## src/rtl/img_pkg.sv

```systemverilog
// Shared types and helpers for the streaming image filter.
package img_pkg;

    typedef enum logic [1:0] {
        IDLE,
        RUN,
        DONE
    } state_e;

    localparam logic [1:0] SZ_4X4   = 2'd0;
    localparam logic [1:0] SZ_8X8   = 2'd1;
    localparam logic [1:0] SZ_16X16 = 2'd2;
    localparam logic [1:0] SZ_16ALT = 2'd3;

    localparam logic [1:0] F_GRAY = 2'd0;
    localparam logic [1:0] F_NEG  = 2'd1;
    localparam logic [1:0] F_THR  = 2'd2;
    localparam logic [1:0] F_MAX  = 2'd3;

    function automatic logic [7:0] last_addr(input logic [1:0] sz);
        logic [7:0] a;
        unique case (sz)
            SZ_4X4:   a = 8'd15;
            SZ_8X8:   a = 8'd63;
            SZ_16X16: a = 8'd255;
            SZ_16ALT: a = 8'd255;
            default:  a = 8'd255;
        endcase
        return a;
    endfunction

endpackage

```

## src/rtl/pixel_filter.sv

```systemverilog
// Combinational RGB-to-8-bit filter selected by a 2-bit code.
module pixel_filter
    import img_pkg::*;
#(
    parameter logic [7:0] THRESH = 8'd128
) (
    input  logic [23:0] pixel_in,
    input  logic [1:0]  filter,
    output logic [7:0]  result
);

    logic [7:0] r, g, b;
    logic [9:0] sum;
    logic [7:0] gray;
    logic [7:0] mx_rg;
    logic [7:0] mx;

    assign r = pixel_in[23:16];
    assign g = pixel_in[15:8];
    assign b = pixel_in[7:0];

    // R + 2G + B peaks at 1020, so 10 bits hold it without overflow
    assign sum   = {2'b00, r} + {1'b0, g, 1'b0} + {2'b00, b};
    assign gray  = sum[9:2];
    assign mx_rg = (r >= g) ? r : g;
    assign mx    = (mx_rg >= b) ? mx_rg : b;

    always_comb begin
        result = gray;
        unique case (filter)
            F_GRAY:  result = gray;
            F_NEG:   result = 8'd255 - gray;
            F_THR:   result = (gray >= THRESH) ? 8'd255 : 8'd0;
            F_MAX:   result = mx;
            default: result = gray;
        endcase
    end

endmodule

```

## src/rtl/image_filter_core.sv

```systemverilog
// Frame sequencer: address generation, pixel acceptance, registered results.
module image_filter_core
    import img_pkg::*;
#(
    parameter logic [7:0] THRESH = 8'd128
) (
    input  logic        clk,
    input  logic        rst_n,
    input  logic        validData,
    input  logic        start,
    input  logic [1:0]  size,
    input  logic [1:0]  filter,
    input  logic [23:0] pixel_in,
    output logic        ValidResult,
    output logic [7:0]  Pixel_address,
    output logic [7:0]  pixel_out
);

    state_e     state_q, state_d;
    logic [7:0] addr_q, addr_d;
    logic [7:0] pix_q, pix_d;
    logic       vld_q, vld_d;
    logic [1:0] size_q, size_d;
    logic [1:0] filt_q, filt_d;
    logic [7:0] res;

    pixel_filter #(
        .THRESH(THRESH)
    ) u_filt (
        .pixel_in(pixel_in),
        .filter  (filt_q),
        .result  (res)
    );

    always_comb begin
        state_d = state_q;
        addr_d  = addr_q;
        pix_d   = pix_q;
        vld_d   = 1'b0;
        size_d  = size_q;
        filt_d  = filt_q;
        unique case (state_q)
            IDLE: begin
                addr_d = 8'd0;
                if (start) begin
                    state_d = RUN;
                    size_d  = size;
                    filt_d  = filter;
                end
            end
            RUN: begin
                if (validData) begin
                    pix_d = res;
                    vld_d = 1'b1;
                    // terminal compare before increment keeps 8 bits enough
                    if (addr_q == last_addr(size_q)) begin
                        addr_d  = 8'd0;
                        state_d = DONE;
                    end else begin
                        addr_d = addr_q + 8'd1;
                    end
                end
            end
            DONE: begin
                if (!start) begin
                    state_d = IDLE;
                end
            end
            default: state_d = IDLE;
        endcase
    end

    always_ff @(posedge clk) begin
        if (!rst_n) begin
            state_q <= IDLE;
            addr_q  <= 8'd0;
            pix_q   <= 8'd0;
            vld_q   <= 1'b0;
            size_q  <= 2'd0;
            filt_q  <= 2'd0;
        end else begin
            state_q <= state_d;
            addr_q  <= addr_d;
            pix_q   <= pix_d;
            vld_q   <= vld_d;
            size_q  <= size_d;
            filt_q  <= filt_d;
        end
    end

    assign ValidResult   = vld_q;
    assign Pixel_address = addr_q;
    assign pixel_out     = pix_q;

endmodule

```

## config.mk

```make
export PLATFORM = sky130hd
export DESIGN_NAME = image_filter_core
export DESIGN_NICKNAME = d
export VERILOG_FILES = /design/src/rtl/img_pkg.sv /design/src/rtl/pixel_filter.sv /design/src/rtl/image_filter_core.sv
export SDC_FILE = /design/constraint.sdc
export NUM_CORES = 1
export LEC_CHECK = 0
export CORE_ASPECT_RATIO = 0.9
export CORE_UTILIZATION = 55
export DETAILED_ROUTE_END_ITERATION = 10
export GPL_ROUTABILITY_DRIVEN = 0
export HOLD_SLACK_MARGIN = 0.15
export PLACE_DENSITY_LB_ADDON = 0.08
export SETUP_SLACK_MARGIN = 0.15
export SLEW_MARGIN = 20
export SYNTH_ARGS = -nofsm -noshare
export SYNTH_HDL_FRONTEND = slang
export SYNTH_SLANG_ARGS = --single-unit
export TNS_END_PERCENT = 20
```

## constraint.sdc

```tcl
create_clock -name clk -period 7.8 [get_ports clk]
set_input_delay 1.56 -clock clk [delete_from_list [all_inputs] [get_ports clk]]
set_output_delay 1.56 -clock clk [all_outputs]
set_load 0.02 [all_outputs]
```

# Yosys cells after proc, flatten, opt, wreduce, memory -nomap -nowiden
# Index checks and enable logic that the tools add are counted.
[op_classes] addsub=4 n_lt_le_gt_ge=3 eq_ne=13 n_mux=16 reduce_logical=10
[ops] operator="8-bit two-way mux" n=7
[ops] operator="8-bit one-hot mux with 4 select lines" n=1
[ops] operator="8-bit one-hot mux with 3 select lines" n=1
[ops] operator="8-bit >= comparator" n=2
[ops] operator="8-bit one-hot mux with 2 select lines" n=1
[ops] operator="10-bit by 8-bit adder with 10-bit output" n=1
[ops] operator="8-bit by 9-bit adder with 10-bit output" n=1
[ops] operator="2-bit equality test (second input constant)" n=5
[ops] operator="8-bit by 1-bit adder with 8-bit output (second input constant)" n=1
[ops] operator="8-bit equality test" n=1
[ops] operator="8-bit >= comparator (second input constant)" n=1
[ops] operator="2-bit two-way mux" n=4
[ops] operator="2-bit inequality test (second input constant)" n=4
[ops] operator="2-bit AND reduction" n=4
[ops] operator="8-bit subtractor (first input constant)" n=1
[ops] operator="2-bit by 1-bit equality test with 1-bit output (second input constant)" n=3
[ops] operator="2-bit zero test" n=3
[ops] operator="2-bit one-hot mux with 3 select lines" n=1
[ops] operator="4-bit AND reduction" n=1
[ops] operator="2-bit nonzero test" n=1
[ops] operator="2-bit OR reduction" n=1
[ops] operator="1-bit two-way mux" n=1
[word_totals] reg_bits=23 in_bits=32 out_inout_bits=17 wordCells=52

# Longest topological paths before layout
[logic_depth] ltp_word=9 ltp_mapped=14 mapped_depth_nobuf=13

# By module
# Synthesis repeated with hierarchy kept, for this count alone.
[unflattened] cells_unflattened=274 hier_area_um2=2368.5
[by_module_without_submodules] mod="pixel_filter" instances=1 cells_per_inst=165 area_per_inst_um2=1357.6 seq_area_each_um2=0.0
[by_module_without_submodules] mod="image_filter_core" instances=1 cells_per_inst=109 area_per_inst_um2=1011.0 seq_area_each_um2=460.4

# Worst setup path before layout
# OpenSTA, ideal clock, no wires.
[synth_path] path_type="in2reg" start="input pixel_in[15]" end="register pix_q[0], in the netlist pixel_out[0]" setup_time_ns=0.122 arrival_time_ns=4.417 t_required_ns=7.678 setup_slack_ns=3.262 stages=13 n_path_buf=1 cell_sequence="inv_1 > ha_1 > nand4_1 > o31ai_4 > mux2_2 > ha_1 > or4_4 > a21oi_2 > o31ai_1 > nor2b_4 > buf_6 > nor2b_1 > o311a_1"
[synth_via] elab_chain_cells=5 elab_cells_between_ends=9 classes_between="2 x add/sub; 3 x order compare; 4 x mux"
[synth_lines] item="start: declaration" line="image_filter_core.sv:13" source="input logic [23:0] pixel_in,"
[synth_lines] item="8-bit by 9-bit adder with 10-bit output or 8-bit >= comparator (tied branches)" line="pixel_filter.sv:23, pixel_filter.sv:25"
[synth_lines] item="10-bit by 8-bit adder with 10-bit output or 8-bit two-way mux (tied branches)" line="pixel_filter.sv:23, pixel_filter.sv:25"
[synth_lines] item="8-bit >= comparator, on equally long branches" line="pixel_filter.sv:33, pixel_filter.sv:26"
[synth_lines] item="8-bit two-way mux, on equally long branches" line="pixel_filter.sv:33, pixel_filter.sv:26"
[synth_lines] item="8-bit one-hot mux with 4 select lines *" line="pixel_filter.sv:30" source="unique case (filter)"
[synth_lines] item="end signal: assignment" line="image_filter_core.sv:84" source="pix_q <= pix_d;"
[synth_lines] item="end: declaration" line="image_filter_core.sv:21" source="logic [7:0] pix_q, pix_d;"
# Mark *: on every way between the ends. The rest lies on a longest branch, timed or not.
# A chain may end at the register's enable or synchronous reset.

# Worst setup path in the final report
[layout_path] start="input pixel_in[14]" end="register pix_q[4], in the netlist pixel_out[4]"
# The elaborated chain is that of the path after synthesis.

==> flow_metrics.env <==
export IMPL_max_cap_violations=0
export IMPL_p_int_uw=243
export IMPL_synth_top_cell_by_area="dfxtp_1"
export IMPL_vias_per_cell=5.81
export IMPL_power_switching_uw=131
export IMPL_antenna_found_initial=0
export IMPL_skew_ns=0.00210
export IMPL_p_seq_frac=0.344
export IMPL_final_nets=343
export IMPL_cts_tree="built"
export IMPL_fin_ws_ns=2.72
export IMPL_cts_setup_buffers=0
export IMPL_dpl_cell_count=320
export IMPL_yosysMostFrequentCell="ha_1"
export IMPL_path_class="input port to flip-flop"
export IMPL_path_clk_slew_ns=0.08
export IMPL_combinationalPowerShare=0.456
export IMPL_max_freq_mhz=197
export IMPL_fin_crit_sh=0.651
export IMPL_finalHoldViolCount=0
export IMPL_power_density_nw_per_um2=139
export IMPL_rsz0062_at_grt="false"
export IMPL_cp_required_ns=7.98
export IMPL_p_leak_nw=1.09
export IMPL_relSlewSlack=0.476
export IMPL_cts_buffer_depth=2
export IMPL_antenna_cells=0
export IMPL_irDropWorstVdd_v=0.0000924
export IMPL_yosys_register_bits=23
export IMPL_cts_made_buffers=3
export IMPL_io_buffer_count=48
export IMPL_avgRoutedWirePerCell_um=15.1
export IMPL_cts_repair_resized=0
export IMPL_synthesis_area_um2=2130
export IMPL_route_detailed_drc=0
export IMPL_tightest_slew_ns=0.779
export IMPL_multiInputGateArea_um2=1580
export IMPL_die_area_um2=4130
export IMPL_drive_above_1_share=0.0755
export IMPL_ys_top_cells_by_area="dfxtp_1 (22%), ha_1 (14%), fa_1 (7.5%)"
export IMPL_gr_total_overflow=0
export IMPL_yosys_warnings=0
export IMPL_async_reset_ff_frac=0
export IMPL_synth_commonest_cells="ha_1 (24), dfxtp_1 (23), inv_1 (18)"
export IMPL_yosys_area_top_type_share=0.216
export IMPL_start_util=0.576
export IMPL_root_buffer="clkbuf_8"
export IMPL_coreArea_um2=3700
export IMPL_ioPinCount=49
export IMPL_final_setup_tns_ns=0
export IMPL_syn_inst=232
export IMPL_grt_pass1_wl_um=7760
export IMPL_synth_cell_type_count=52
export IMPL_finalPower_uw=374
export IMPL_grt_usage=0.252
export IMPL_slew_viol_final=0
export IMPL_seq_area_frac_synth=0.216
export IMPL_finalInstanceArea_um2=2690
export IMPL_switching_share=0.351
export IMPL_postCtsHoldBufs=0
export IMPL_vias=1881
export IMPL_seqCellArea_um2=460
export IMPL_r2r_slack_ns=5.78
export IMPL_drt_wl_total_um=4880
export IMPL_arrival_ns=5.25
export IMPL_crit_path_start_kind="input port"
export IMPL_syn_avg_cell_area_um2=9.20
export IMPL_hpwl_um=4010
export IMPL_initialDrtViolationCount=108
export IMPL_drtAntennaViolNets=0
export IMPL_die_w_um=67.7
export IMPL_status="complete, no violations"
export IMPL_syn_num_nets=296
export IMPL_p_clk_frac=0.201
export IMPL_htreeDepth=1
export IMPL_place_area_um2=2640
export IMPL_rows=21
export IMPL_hold_path_class="flip-flop to flip-flop"
export IMPL_layout_cells_non_filler=324
export IMPL_pre_cts_ws_ns=2.45
export IMPL_grt_start_max_net_pins=20
export IMPL_clock_sinks=23
export IMPL_min_period_ns=5.08
export IMPL_synth_ff_type="dfxtp_1"
export IMPL_grt_pass1_vias=1685
export IMPL_syn_to_final_growth_pct=26.2
export IMPL_worstPathMaxFanout=8
export IMPL_die_h_um=61.1
export IMPL_finalSetupViolations=0
export IMPL_endpoint_kind="flip-flop"
export IMPL_first_pass_iters=4
export IMPL_insertion_delay_ns=0.27
export IMPL_n_fill_cell=298
export IMPL_synth_edff_count=0
[stage by stage]
stage                     hold WS (ns)   util
final                            0.540  0.726
after global routing             0.583  0.726
after CTS                        0.536  0.725
after detailed placement         0.519  0.713
after global placement           0.517  0.713
after floorplan                  0.491      -
[cells by family after synthesis]
kind of cell | after synthesis | synth area share
AOI/OAI and AO/OA | 72 | 0.259
and+or+nand+nor | 58 | 0.158
adders and majority gates | 32 | 0.216
buffers and inverters | 24 | 0.0457
DFF | 23 | 0.216
muxes | 12 | 0.0604
xor gates and xnor gates | 11 | 0.0452
[power by group through the flow]
stage                     Combinational [mW]  Clock, mW  Sequential [mW]
after global routing                   0.190     0.0815            0.129
after CTS                              0.171     0.0759            0.128
after global placement                 0.165          0            0.131
final                                  0.171     0.0750            0.129
after floorplan                        0.113          0            0.134
after detailed placement               0.169          0            0.131
[worst paths after layout]
check	from	end	depth (start not counted)
max reg2reg	Pixel_address[4]	Pixel_address[3]	6
min	Pixel_address[7]	Pixel_address[7]	2
min reg2reg	Pixel_address[7]	Pixel_address[7]	2
max	pixel_in[14]	pixel_out[4]	13
[cells in the final DEF (no fill, tap or decap), types with 6 or more instances in the layout]
cell type / n
a221oi_1: 9
dfxtp_1: 23
inv_1: 18
nor2b_1: 9
nand2_1: 6
fa_1: 8
nor2_1: 11
nor3_1: 6
a21o_1: 7
xnor2_1: 7
clkdlybuf4s50_1: 48
mux2_2: 7
o21ai_0: 12
a21oi_1: 11
ha_1: 24
[critical path, stage by stage]
cell,delay (ns)
clkdlybuf4s50_1,0.52
inv_1,0.06
ha_1,0.29
nand4_1,0.19
o31ai_4,0.53
mux2_2,0.41
ha_1,0.19
or4_4,0.53
a21oi_2,0.13
o31ai_1,0.11
nor2_2,0.29
a221oi_1,0.15
a221oi_1,0.29
[flip-flops by register name, summed over array words and instances, names as in the netlist]
| name | count |
|---|---|
| Pixel_address | 8 |
| ValidResult | 1 |
| filt_q | 2 |
| pixel_out | 8 |
| size_q | 2 |
| state_q | 2 |
[layer usage]
| metal | wire, um | vias up | share of wire | global-route usage |
|---|---|---|---|---|
| met1 | 2340 | 854 | 0.48 | 0.356 |
| met4 | 65 | 0 | 0.013 | 0.0547 |
| met2 | 2230 | 62 | 0.46 | 0.399 |
| met3 | 249 | 7 | 0.051 | 0.0463 |
| li1 | - | 958 | - | - |
| met5 | 0 | - | 0 | 0 |
[final cells by class]
class | count | area share
Clock buffer | 4 | 0.0167
Sequential cell | 23 | 0.171
Inverter | 18 | 0.0251
Timing Repair Buffer | 48 | 0.179
Tap cell | 46 | 0.0214
Multi-Input combinational cell | 185 | 0.587
(Power assumes the default switching activity.)
